===== src/rtl/busdebugger_pkg.sv =====
// Shared constants and types for the bus debugger host command path:
// command letters, status bytes, decoder state and decoded operation.
package busdebugger_pkg;

  localparam logic [7:0] CMD_START   = 8'h53; // 'S'
  localparam logic [7:0] CMD_HALT    = 8'h48; // 'H'
  localparam logic [7:0] CMD_TRIGGER = 8'h54; // 'T'
  localparam logic [7:0] CMD_DUMP    = 8'h44; // 'D'
  localparam logic [7:0] CMD_ADDR    = 8'h41; // 'A'
  localparam logic [7:0] CMD_CLEAR   = 8'h43; // 'C'

  localparam logic [7:0] CHR_CR    = 8'h0D;
  localparam logic [7:0] CHR_LF    = 8'h0A;
  localparam logic [7:0] CHR_SPACE = 8'h20;

  localparam logic [7:0] RESP_OK   = 8'h4B; // 'K'
  localparam logic [7:0] RESP_ERR  = 8'h3F; // '?'
  localparam logic [7:0] RESP_BUSY = 8'h42; // 'B'

  typedef enum logic [1:0] {
    ST_IDLE,
    ST_ARG,
    ST_EXEC,
    ST_RESP
  } state_t;

  typedef enum logic [2:0] {
    OP_START,
    OP_HALT,
    OP_TRIGGER,
    OP_DUMP,
    OP_ADDR,
    OP_CLEAR,
    OP_ERROR
  } op_t;

  // Argument-less commands; 'A' and whitespace are handled by the caller.
  function automatic op_t decode_single(input logic [7:0] b);
    case (b)
      CMD_START:   return OP_START;
      CMD_HALT:    return OP_HALT;
      CMD_TRIGGER: return OP_TRIGGER;
      CMD_DUMP:    return OP_DUMP;
      CMD_CLEAR:   return OP_CLEAR;
      default:     return OP_ERROR;
    endcase
  endfunction

  function automatic logic is_whitespace(input logic [7:0] b);
    return (b == CHR_CR) || (b == CHR_LF) || (b == CHR_SPACE);
  endfunction

endpackage


===== src/rtl/hex_nibble_decode.sv =====
// Combinational ASCII hex digit decoder: '0'-'9', 'A'-'F', 'a'-'f' to a nibble.
module hex_nibble_decode (
  input  logic [7:0] char_code,
  output logic [3:0] nibble,
  output logic       is_hex
);

  // NOTE: every output gets a default before the branches, so no path leaves
  // a value unassigned and no latch is inferred.
  always_comb begin
    nibble = 4'h0;
    is_hex = 1'b0;
    if (char_code >= 8'h30 && char_code <= 8'h39) begin
      nibble = 4'(char_code - 8'h30);
      is_hex = 1'b1;
    end else if (char_code >= 8'h41 && char_code <= 8'h46) begin
      nibble = 4'(char_code - 8'h37);
      is_hex = 1'b1;
    end else if (char_code >= 8'h61 && char_code <= 8'h66) begin
      nibble = 4'(char_code - 8'h57);
      is_hex = 1'b1;
    end
  end

endmodule


===== src/rtl/busdebugger_command_decoder.sv =====
// Host-to-debugger command parser: consumes USART bytes, drives the bus
// snooper controls and answers every command with one status byte.
module busdebugger_command_decoder
  import busdebugger_pkg::*;
#(
  parameter int ADDR_WIDTH = 32,
  parameter int TIMEOUT    = 16000000
) (
  input  logic                  comm_clock,
  input  logic                  reset_n,
  input  logic [7:0]            rx_data,
  input  logic                  rx_available,
  input  logic                  rx_error,
  output logic                  rx_acknowledge,
  output logic [7:0]            tx_data,
  output logic                  tx_valid,
  input  logic                  tx_ready,
  output logic                  record_start,
  output logic                  record_trigger,
  output logic                  dump_start,
  input  logic                  dump_end,
  output logic [ADDR_WIDTH-1:0] trigger_addr,
  output logic                  trigger_addr_valid
);

  localparam int DIGITS = ADDR_WIDTH / 4;
  localparam int CNT_W  = $clog2(DIGITS + 1);
  localparam int TMR_W  = $clog2(TIMEOUT + 1);

  state_t                state, state_next;
  op_t                   op, op_next;
  logic [ADDR_WIDTH-1:0] acc, acc_next;
  logic [CNT_W-1:0]      digit_cnt, digit_cnt_next;
  logic [TMR_W-1:0]      timer, timer_next;
  logic                  ack_dly;
  logic                  ack_next;
  logic                  tx_valid_next;
  logic [7:0]            tx_data_next;
  logic                  record_start_next;
  logic [ADDR_WIDTH-1:0] trigger_addr_next;
  logic                  trigger_addr_valid_next;
  logic                  dump_busy, dump_busy_next, dump_busy_eff;
  logic [3:0]            nibble;
  logic                  is_hex;

  hex_nibble_decode u_hex (
    .char_code (rx_data),
    .nibble    (nibble),
    .is_hex    (is_hex)
  );

  // The receiver drops rx_available one cycle after seeing the ack, so the
  // cycle after an ack is skipped to avoid acknowledging the same byte twice.
  assign ack_next = ((state == ST_IDLE) || (state == ST_ARG)) &&
                    rx_available && !rx_acknowledge && !ack_dly;

  // A dump_end coinciding with a 'D' frees the snooper before the 'D' is judged.
  assign dump_busy_eff  = dump_busy && !dump_end;
  assign record_trigger = (state == ST_EXEC) && (op == OP_TRIGGER);
  assign dump_start     = (state == ST_EXEC) && (op == OP_DUMP) && !dump_busy_eff;

  always_comb begin
    state_next              = state;
    op_next                 = op;
    acc_next                = acc;
    digit_cnt_next          = digit_cnt;
    timer_next              = timer;
    tx_valid_next           = tx_valid;
    tx_data_next            = tx_data;
    record_start_next       = record_start;
    trigger_addr_next       = trigger_addr;
    trigger_addr_valid_next = trigger_addr_valid;
    dump_busy_next          = dump_busy_eff;

    unique case (state)
      ST_IDLE: begin
        if (rx_acknowledge) begin
          if (rx_error) begin
            op_next    = OP_ERROR;
            state_next = ST_EXEC;
          end else if (rx_data == CMD_ADDR) begin
            acc_next       = '0;
            digit_cnt_next = '0;
            timer_next     = TMR_W'(TIMEOUT);
            state_next     = ST_ARG;
          end else if (!is_whitespace(rx_data)) begin
            op_next    = decode_single(rx_data);
            state_next = ST_EXEC;
          end
        end
      end

      ST_ARG: begin
        if (rx_acknowledge) begin
          if (rx_error || !is_hex) begin
            op_next    = OP_ERROR;
            state_next = ST_EXEC;
          end else begin
            acc_next   = (acc << 4) | ADDR_WIDTH'(nibble);
            timer_next = TMR_W'(TIMEOUT);
            if (digit_cnt == CNT_W'(DIGITS - 1)) begin
              op_next    = OP_ADDR;
              state_next = ST_EXEC;
            end else begin
              digit_cnt_next = digit_cnt + CNT_W'(1);
            end
          end
        end else if (!ack_next) begin
          // A byte already being acknowledged wins over an expiring timer.
          if (timer == '0) begin
            op_next    = OP_ERROR;
            state_next = ST_EXEC;
          end else begin
            timer_next = timer - TMR_W'(1);
          end
        end
      end

      ST_EXEC: begin
        state_next    = ST_RESP;
        tx_valid_next = 1'b1;
        tx_data_next  = RESP_OK;
        case (op)
          OP_START:   record_start_next = 1'b1;
          OP_HALT:    record_start_next = 1'b0;
          OP_TRIGGER: ;
          OP_DUMP: begin
            if (dump_busy_eff) tx_data_next   = RESP_BUSY;
            else               dump_busy_next = 1'b1;
          end
          OP_ADDR: begin
            trigger_addr_next       = acc;
            trigger_addr_valid_next = 1'b1;
          end
          OP_CLEAR:   trigger_addr_valid_next = 1'b0;
          default:    tx_data_next = RESP_ERR;
        endcase
      end

      ST_RESP: begin
        if (tx_ready) begin
          tx_valid_next = 1'b0;
          state_next    = ST_IDLE;
        end
      end

      default: state_next = ST_IDLE;
    endcase
  end

  // NOTE: state registers use non-blocking assignments so every register
  // samples the values from before the edge, independent of statement order.
  always_ff @(posedge comm_clock or negedge reset_n) begin
    if (!reset_n) begin
      state              <= ST_IDLE;
      op                 <= OP_ERROR;
      acc                <= '0;
      digit_cnt          <= '0;
      timer              <= '0;
      ack_dly            <= 1'b0;
      rx_acknowledge     <= 1'b0;
      tx_valid           <= 1'b0;
      tx_data            <= 8'h00;
      record_start       <= 1'b1;
      trigger_addr       <= '0;
      trigger_addr_valid <= 1'b0;
      dump_busy          <= 1'b0;
    end else begin
      state              <= state_next;
      op                 <= op_next;
      acc                <= acc_next;
      digit_cnt          <= digit_cnt_next;
      timer              <= timer_next;
      ack_dly            <= rx_acknowledge;
      rx_acknowledge     <= ack_next;
      tx_valid           <= tx_valid_next;
      tx_data            <= tx_data_next;
      record_start       <= record_start_next;
      trigger_addr       <= trigger_addr_next;
      trigger_addr_valid <= trigger_addr_valid_next;
      dump_busy          <= dump_busy_next;
    end
  end

endmodule

===== config.mk =====
export PLATFORM = sky130hd
export DESIGN_NAME = busdebugger_command_decoder
export DESIGN_NICKNAME = d
export VERILOG_FILES = /design/src/rtl/busdebugger_pkg.sv /design/src/rtl/hex_nibble_decode.sv /design/src/rtl/busdebugger_command_decoder.sv
export SDC_FILE = /design/constraint.sdc
export NUM_CORES = 1
export LEC_CHECK = 0
export CORE_UTILIZATION = 56
export CTS_CLUSTER_SIZE = 20
export DETAILED_ROUTE_END_ITERATION = 8
export PLACE_DENSITY_LB_ADDON = 0.1
export SYNTH_ARGS = -nofsm -noshare
export SYNTH_HDL_FRONTEND = slang
export SYNTH_HIERARCHICAL = 1
export SYNTH_SLANG_ARGS = --single-unit

===== constraint.sdc =====
create_clock -name comm_clock -period 3.4 [get_ports comm_clock]
set_input_delay 0.85 -clock comm_clock [delete_from_list [all_inputs] [get_ports comm_clock]]
set_output_delay 0.85 -clock comm_clock [all_outputs]
set_load 0.01 [all_outputs]

[Word-level counts from Yosys, hierarchy flattened]
Cells that the tools add are included.
Word-level totals
  register bits: 111
  input bits: 14
  output and inout bits: 46
  word-level logic and storage cells: 151
Operators by class
  add/sub/neg operators: 5
  magnitude comparators: 6
  equality and inequality tests: 33
  muxes and demuxes: 57
  bitwise gates (word level): 1
  reduce and logical (&&, ||, !) cells: 36
Operator list (number)
  $mux W24: 7
  $mux W32: 5
  $pmux W32 S2: 1
  $eq A8 B7 Y1 const B: 6
  $pmux W24 S2: 1
  $mux W4: 10
  $or A32 B4 Y32: 1
  $mux W3: 9
  $logic_not A24 Y1: 1
  $sub A24 B1 Y24 const B: 1
  $reduce_and A7 Y1: 3
  $mux W2: 10
  $eq A8 B4 Y1 const B: 2
  $ge A8 B7 Y1 const B: 2
  $le A8 B7 Y1 const B: 2
  $ne A3 B3 Y1 const B: 5
  $pmux W3 S5: 1
  $pmux W7 S2: 1
  $ne A2 B2 Y1 const B: 6
  $reduce_and A6 Y1: 2
  $logic_and A1 B1 Y1: 10
  $eq A8 B6 Y1 const B: 1
  $ge A8 B6 Y1 const B: 1
  $le A8 B6 Y1 const B: 1
  other kinds (25): 49

[Depth between registers and ports, before layout]
Gate-level depths: netlist (run 1).
  depth after elaboration: 10
  mapped depth: 13
  gate-level depth less buffers: 11

[Cells and area by module]
Netlist (run 1), hierarchy kept.
Modules (own cells, without submodules)
  busdebugger_command_decoder: instances 1, cells an instance 413, area each 4802.1 sq um
  hex_nibble_decode: instances 1, cells an instance 25, area each 190.2 sq um

[Least setup slack after synthesis (run 1)]
Ideal clock, no wire load.
  kind: in2reg
  start point: in rx_data[4]
  end point: reg timer[8]
  setup time: 79 ps
  data arrival time: 3149 ps
  data required time: 3321 ps
  path slack: 172 ps
  stages: 8
  buffers on the path: 2
  cells stage by stage: or4b_1 or4b_1 buf_2 a221o_1 buf_6 or2_4 or3_1 a21oi_1
Between the ends
  word-level cells in the longest chain between the ends: 9
  elaborated cells on any way between the ends: 18
RTL lines
  from (decl): RTL line busdebugger_command_decoder.sv:11  | input logic [7:0] rx_data,
  $ge A8 B7 Y1 / $le A8 B7 Y1 (equally long branches): RTL line hex_nibble_decode.sv:19  | end else if (char_code >= 8'h61 && char_code <= 8'h66) begin
  $logic_and A1 B1 Y1: RTL line hex_nibble_decode.sv:19
  $mux W1: RTL line hex_nibble_decode.sv:19
  $mux W1: RTL line hex_nibble_decode.sv:16  | end else if (char_code >= 8'h41 && char_code <= 8'h46) begin
  $mux W1: RTL line hex_nibble_decode.sv:13  | if (char_code >= 8'h30 && char_code <= 8'h39) begin
  $logic_not A1 Y1: RTL line busdebugger_command_decoder.sv:95  | if (rx_error || !is_hex) begin
  $logic_or A1 B1 Y1: RTL line busdebugger_command_decoder.sv:95
  $ne A3 B3 Y1 (no source line)
  $reduce_and A7 Y1 (no source line) *
  to (signal assigned): RTL line busdebugger_command_decoder.sv:173  | timer <= timer_next;
  to (decl): RTL line busdebugger_command_decoder.sv:34  | logic [TMR_W-1:0] timer, timer_next;
Mark *: on every way between the ends. The rest lies on a longest branch, timed or not.
A chain may end at the register's enable or synchronous reset.

[Final worst setup path (run 1)]
  start point: in rx_data[5]
  end point: reg timer[8]
Same word-level chain as after synthesis.

==> results of run 1 <==
Yosys cell counts (all sizes together), types with 6 or more instances:
cell type	number	area [µm²]
nand2	23	86.3
inv	12	45.0
nor2	30	113
a22o	35	307
clkbuf	14	52.6
nand2b	14	87.6
nor3	22	110
xnor2	17	149
nor4	8	71.3
or3	8	50.1
buf	9	61.3
o21ai	18	90.1
nand3	7	35.0
mux2	35	394
nor2b	6	37.5
dfrtp	104	2600
ha	10	125
flip-flops by register name, indices dropped and copies added, names as in the netlist:
register and cells:
acc 32, ack_dly 1, digit_cnt 4, dump_busy 1, op 3, record_start 1
rx_acknowledge 1, state 2, timer 24, trigger_addr 32, trigger_addr_valid 1, tx_data 4
tx_valid 1
final timing paths:
path / from / to / slack (ns)
min in group asynchronous: reset_n / timer[5] / 0.54
worst max register to register: timer[12] / timer[8] / 0.64
max in group asynchronous: reset_n / timer[20] / 2.14
worst min register to register: tx_data[1] / tx_data[1] / 0.48
worst min-delay path: tx_data[1] / tx_data[1] / 0.48
worst max-delay path: rx_data[5] / timer[8] / 0.08
logic make-up after synthesis:
logic type / Yosys count / synth area share
simple gates: 146 / 0.164
flops: 107 / 0.537
compound gates: 87 / 0.133
mux: 35 / 0.0789
buf+inv: 35 / 0.0318
xor+xnor: 17 / 0.0298
fa+ha+maj: 10 / 0.0251
other cells: 1 / 0.000751
worst max-delay path, stage by stage:
cell	delay, ns
clkdlybuf4s50_1	0.43
or4b_1	0.55
or4b_1	0.51
a221o_2	0.47
or2_4	0.28
or3_1	0.37
a21oi_2	0.15
repair_timing:
item / CTS / global route
hold endpoints to repair: 0 / 0
endpoints found under the setup margin: 0 / 18
gates resized for setup: 0 / 9
cells in the final DEF (no fill, tap or decap), types with 3 or more instances in the layout:
cell type	netlist	layout
buf_12	0	3
inv_1	12	12
o21ai_0	18	18
xnor2_1	17	17
clkbuf_8	0	9
a21oi_1	5	3
nand2_1	23	23
clkdlybuf4s50_1	0	53
nor2b_1	6	6
or3_1	8	7
nand3_1	7	7
nand2b_1	14	14
dfrtp_1	104	104
or2_2	3	3
a22o_1	35	35
nor4_1	6	5
o31ai_1	4	4
nor2_1	30	29
buf_4	4	31
dlymetal6s2s_1	0	4
ha_1	10	10
dfstp_2	3	3
nor3_1	22	22
mux2_2	35	35
clkinv_4	0	3
nor3b_1	4	4
power breakdown:
group | leakage (nW) | switching [mW] | internal, mW | total, mW
logic | 1.22 | 0.550 | 0.491 | 1.04
clock network | 0.0913 | 0.458 | 0.282 | 0.740
registers | 1.41 | 0.203 | 1.48 | 1.68
total | 2.72 | 1.21 | 2.25 | 3.46
final cells by class:
class	instances	area (µm²)	area share
Multi-Input combinational cell	296	2190	0.358
Clock inverter	6	61.3	0.0100
Inverter	12	45.0	0.00737
Timing Repair Buffer	91	873	0.143
Tap cell	108	135	0.0221
Sequential cell	107	2680	0.439
Clock buffer	10	128	0.0209
through the flow:
stage | power [mW] | cells
2_1_floorplan | 2.35 | 438
3_3_place_gp | 2.67 | 614
3_5_place_dp | 2.73 | 614
4_1_cts | 3.47 | 630
5_1_grt | 3.70 | 630
6_report | 3.46 | 630
layer usage:
| layer | vias up | GRT usage |
|---|---|---|
| li1 | 1744 | - |
| met1 | 1775 | 0.313 |
| met2 | 92 | 0.372 |
| met3 | 9 | 0.0509 |
| met4 | 0 | 0.0637 |
| met5 | - | 0 |
==> impl_results.md, run 1 <==
- Static Leak: 2.72 nW
- Initial core utilization: 0.575
- Layout Skew: 0.0129 ns
- Hold Path Depth: 1
- Synth warnings: 6
- Htree depth: 3
- WP data required: 3.69 ns
- Hold buffer count at cts: 0
- PnR worst setup slack: 0.0811 ns
- Fraction of layout cells with a size suffix above 1: 0.203
- Status: complete, no violations
- Final design utilization: 0.704
- Max_cap viols: 0
- RSZ-0062 raised after global routing: no
- Crit path kind: input pin to flop
- Worst-Margin Slew: 0.717 ns
- Final period utilization: 0.976
- First-pass GRT wire length: 16600 µm
- Clock latency on the worst-skew pair: 0.37 ns
- Port Buffer Count: 58
- Initial antenna violation count: 0
- Net Count, Synth: 462
- Cell Area, Synth: 4990 µm²
- Hold Path Class: flop to flop
- Initial DRC Count: 164
- Ant diodes: 0
- Core Region: 8680 µm²
- Dpl ws: -0.394 ns
- Peak VDD IR: 0.372 mV
- CTS tree: built
- Routability cong.: 0.874
- Number of global-route vias before repair: 3590
- Rel. slew slack: 0.522
- Highest Signal Layer: met4
- Top-level port count: 60
- CP Capture Type: flop
- Drt drc: 0
- Fin. max-slew vios: 0
- Total negative slack: 0 ns
- F_max: 301 MHz
- Layout Nets: 541
- GRT overflow: 0
- Metal2 WL: 5030 µm
- Die H: 96.4 µm
- Post-DP HPWL: 6810 µm
- # fillers: 653
- Clk root buf: clkbuf_8
- Critical path arrival: 3.61 ns
- Design area: 6110 µm²
- Yosys cell types: 60
- Yosys reg bits: 107
- DRT antenna net count: 0
- Sequential area share after synthesis: 0.537
- Post-synth EDFFs: 0
- Via-per-instance ratio: 5.75
- GRT Overall Usage: 0.230
- Final-report hold violation count: 0
- Vias: 3620
- Syn_area_per_cell: 11.4 µm²
- Pwr Density: 566 nW/µm²
- Met3 wire len: 329 µm
- Clk buf depth: 2
- Die X: 96.4 µm
- WL per Instance: 15.8 µm
- CTS buffer count: 9
- Pin count of the biggest net entering global routing: 58
- Row count: 34
- Routed Wire Length: 9970 µm
- Fin crit period: 3.32 ns
- CP Max Fanout: 8
- Type of origin of the critical path: input pin
- Area delta synth->final: 22.4%
- Sink Count: 107
- TritonRoute pass-1 iters: 7
- Ys async rst share: 1.00
- Cells after Synth: 438
- Post CTS Setup Buffer Count: 0
- Wl on met1: 4530 µm
- Die Area: 9300 µm²
- Clk slew on worst S/H paths: 0.10 ns
- Reg2reg path depth: 8
- Placed Area: 5890 µm²
- Ys flop type: dfrtp_1
- Final Setup Violations: 0
- Final hold slack: 0.477 ns
Note: power is estimated with default switching activity, not from simulation.
==> run 2: changes to the inputs <==
CORE_UTILIZATION = 41   (was 56)
==> impl_results.md, run 2 (same netlist as run 1, synthesis figures left out) <==
- Rel. slew slack: 0.546 (was 0.522)
- Pwr Density: 607 nW/µm² (was 566 nW/µm²)
- Clk root buf: clkbuf_16 (was clkbuf_8)
- CTS tree: built (unchanged)
- Area delta synth->final: 26.8% (was 22.4%)
- PnR worst setup slack: 0.147 ns (was 0.0811 ns)
- # fillers: 1034 (was 653)
- Final period utilization: 0.957 (was 0.976)
- CP peak stage delay: 0.47 ns (was 0.55 ns)
- Commonest non-fill, non-tap cells in the layout: dfrtp_1 (104), clkdlybuf4s50_1 (53), buf_4 (36), a22o_1 (35), mux2_2 (35) (was dfrtp_1 (104), clkdlybuf4s50_1 (53), a22o_1 (35), mux2_2 (35), buf_4 (31))
- Hold buffer count at cts: 0 (unchanged)
- CP Capture Type: flop (unchanged)
- Regs by FF count: acc x32, trigger_addr x32, timer x24 (unchanged)
- Sink Count: 107 (unchanged)
- Ant diodes: 0 (unchanged)
- Status: finished, violations left (was complete, no violations)
- Initial DRC Count: 203 (was 164)
- First-pass GRT wire length: 17400 µm (was 16600 µm)
- Hold Path Depth: 1 (unchanged)
- F_max: 307 MHz (was 301 MHz)
- Via-per-instance ratio: 5.38 (was 5.75)
- TritonRoute pass-1 iters: 6 (was 7)
- Clk buf depth: 2 (unchanged)
- DRT antenna net count: 0 (unchanged)
- Number of global-route vias before repair: 3673 (was 3590)
- Hold Path Class: flop to flop (unchanged)
- Die Area: 12600 µm² (was 9300 µm²)
- Final Setup Violations: 0 (unchanged)
- Die X: 112 µm (was 96.4 µm)
- Row count: 39 (was 34)
- CP bufs+invs: 3 (was 1)
- Crit path kind: input pin to flop (unchanged)
- CP max-delay cell: clkdlybuf4s50_1 (was or4b_1)
- Core Region: 11700 µm² (was 8680 µm²)
- Initial core utilization: 0.428 (was 0.575)
- Drt drc: 2 (was 0)
- Fraction of layout cells with a size suffix above 1: 0.211 (was 0.203)
- Port Buffer Count: 58 (unchanged)
- CP Max Fanout: 3 (was 8)
- Total power: 3.84 mW (was 3.46 mW)
- Dpl ws: -0.355 ns (was -0.394 ns)
- Fin crit period: 3.25 ns (was 3.32 ns)
- Clock latency on the worst-skew pair: 0.35 ns (was 0.37 ns)
- Fin. max-slew vios: 0 (unchanged)
- GRT Overall Usage: 0.173 (was 0.230)
- Static Leak: 2.79 nW (was 2.72 nW)
- Post-DP HPWL: 6940 µm (was 6810 µm)
- Worst-Margin Slew: 0.676 ns (was 0.717 ns)
- Top-level port count: 60 (unchanged)
- Type of origin of the critical path: input pin (unchanged)
- RSZ-0062 raised after global routing: no (unchanged)
- Critical Path, Cell by Cell: clkdlybuf4s50_1 -> inv_1 -> ha_1 -> buf_4 -> o21bai_1 -> a21boi_0 -> or2_1 -> nand4b_1 -> o221ai_1 -> a31oi_1 -> o21ai_0 -> or3_4 -> mux2_2 (was clkdlybuf4s50_1 -> or4b_1 -> or4b_1 -> a221o_2 -> or2_4 -> or3_1 -> a21oi_2)
- Peak VDD IR: 0.324 mV (was 0.372 mV)
- Clk slew on worst S/H paths: 0.06 ns (was 0.10 ns)
- CTS buffer count: 9 (unchanged)
- Layout Skew: 0.00465 ns (was 0.0129 ns)
- Final design utilization: 0.543 (was 0.704)
- Failing checks: DRC
- Non-Filler Instances: 669 (was 630)
- Reg2reg path depth: 8 (unchanged)
- WL per Instance: 15.0 µm (was 15.8 µm)
- Final-report hold violation count: 0 (unchanged)
- Layout Nets: 545 (was 541)
- WP depth: 13 (was 7)
- GRT overflow: 0 (unchanged)
- Vias: 3599 (was 3620)
- Pin count of the biggest net entering global routing: 63 (was 58)
- Die H: 112 µm (was 96.4 µm)
- WP data required: 3.64 ns (was 3.69 ns)
- Routability cong.: 0.755 (was 0.874)
- Total negative slack: 0 ns (unchanged)
- Routed Wire Length: 10100 µm (was 9970 µm)
- Placed cells: 652 (was 614)
- Htree depth: 3 (unchanged)
- Critical path arrival: 3.49 ns (was 3.61 ns)
- Commonest non-fill, non-tap cell in the layout: dfrtp_1 (unchanged)
- Max_cap viols: 0 (unchanged)
- Initial antenna violation count: 0 (unchanged)
- Cell family with most CP delay: simple AND/OR/NAND/NOR gates (unchanged)
-- run 2: cell count changes in the layout (fill, tap and decap cells not counted), moves of 2 or more --
cell	change
nor3_1	-2
nor3_2	+2
clkbuf_8	-9
nor4_4	+2
clkbuf_16	+9
clkinv_4	-3
buf_4	+5
inv_6	+2
bufinv_16	+2
nor4_1	-2
-- run 2: timing repair --
item,in CTS,in global routing
gates resized for setup,0,13
setup endpoints to repair,0,15
setup buffers,0,1
-- run 2: layout make-up --
cell class | count | area (µm²) | area share
clock buffers | 11 | 233 | 0.0368
repair buffers | 95 | 891 | 0.141
well taps | 143 | 179 | 0.0283
clock inverters | 5 | 85.1 | 0.0134
flip-flops and latches | 107 | 2680 | 0.424
inverters | 12 | 45.0 | 0.00712
multi-input cells | 296 | 2220 | 0.350
-- run 2: per-layer routing --
layer	track usage	vias up	routed length, µm
met3	0.0513	9	334
met1	0.224	1786	4840
met4	0.0489	0	120
met5	0	-	0
li1	-	1754	-
met2	0.281	50	4770
-- run 2: final timing paths --
kind,from,end,slack [ns]
max,rx_data[0],op[0],0.15
min,tx_data[1],tx_data[1],0.47
max reg2reg,timer[12],timer[8],0.54
min reg2reg,tx_data[1],tx_data[1],0.47
max in group asynchronous,reset_n,acc[5],2.16
min in group asynchronous,reset_n,timer[15],0.51
-- run 2: metrics by stage --
stage | hold WS [ns] | cell area (µm²)
2_1_floorplan | 0.433 | 4990
3_3_place_gp | 0.453 | 5940
3_5_place_dp | 0.448 | 5940
4_1_cts | 0.477 | 6260
5_1_grt | 0.512 | 6330
6_report | 0.474 | 6330
-- run 2: power breakdown --
group          internal (mW)  switching [mW]  leakage (nW)
registers               1.48           0.198          1.41
logic                  0.489           0.560          1.24
clock network          0.651           0.466         0.151
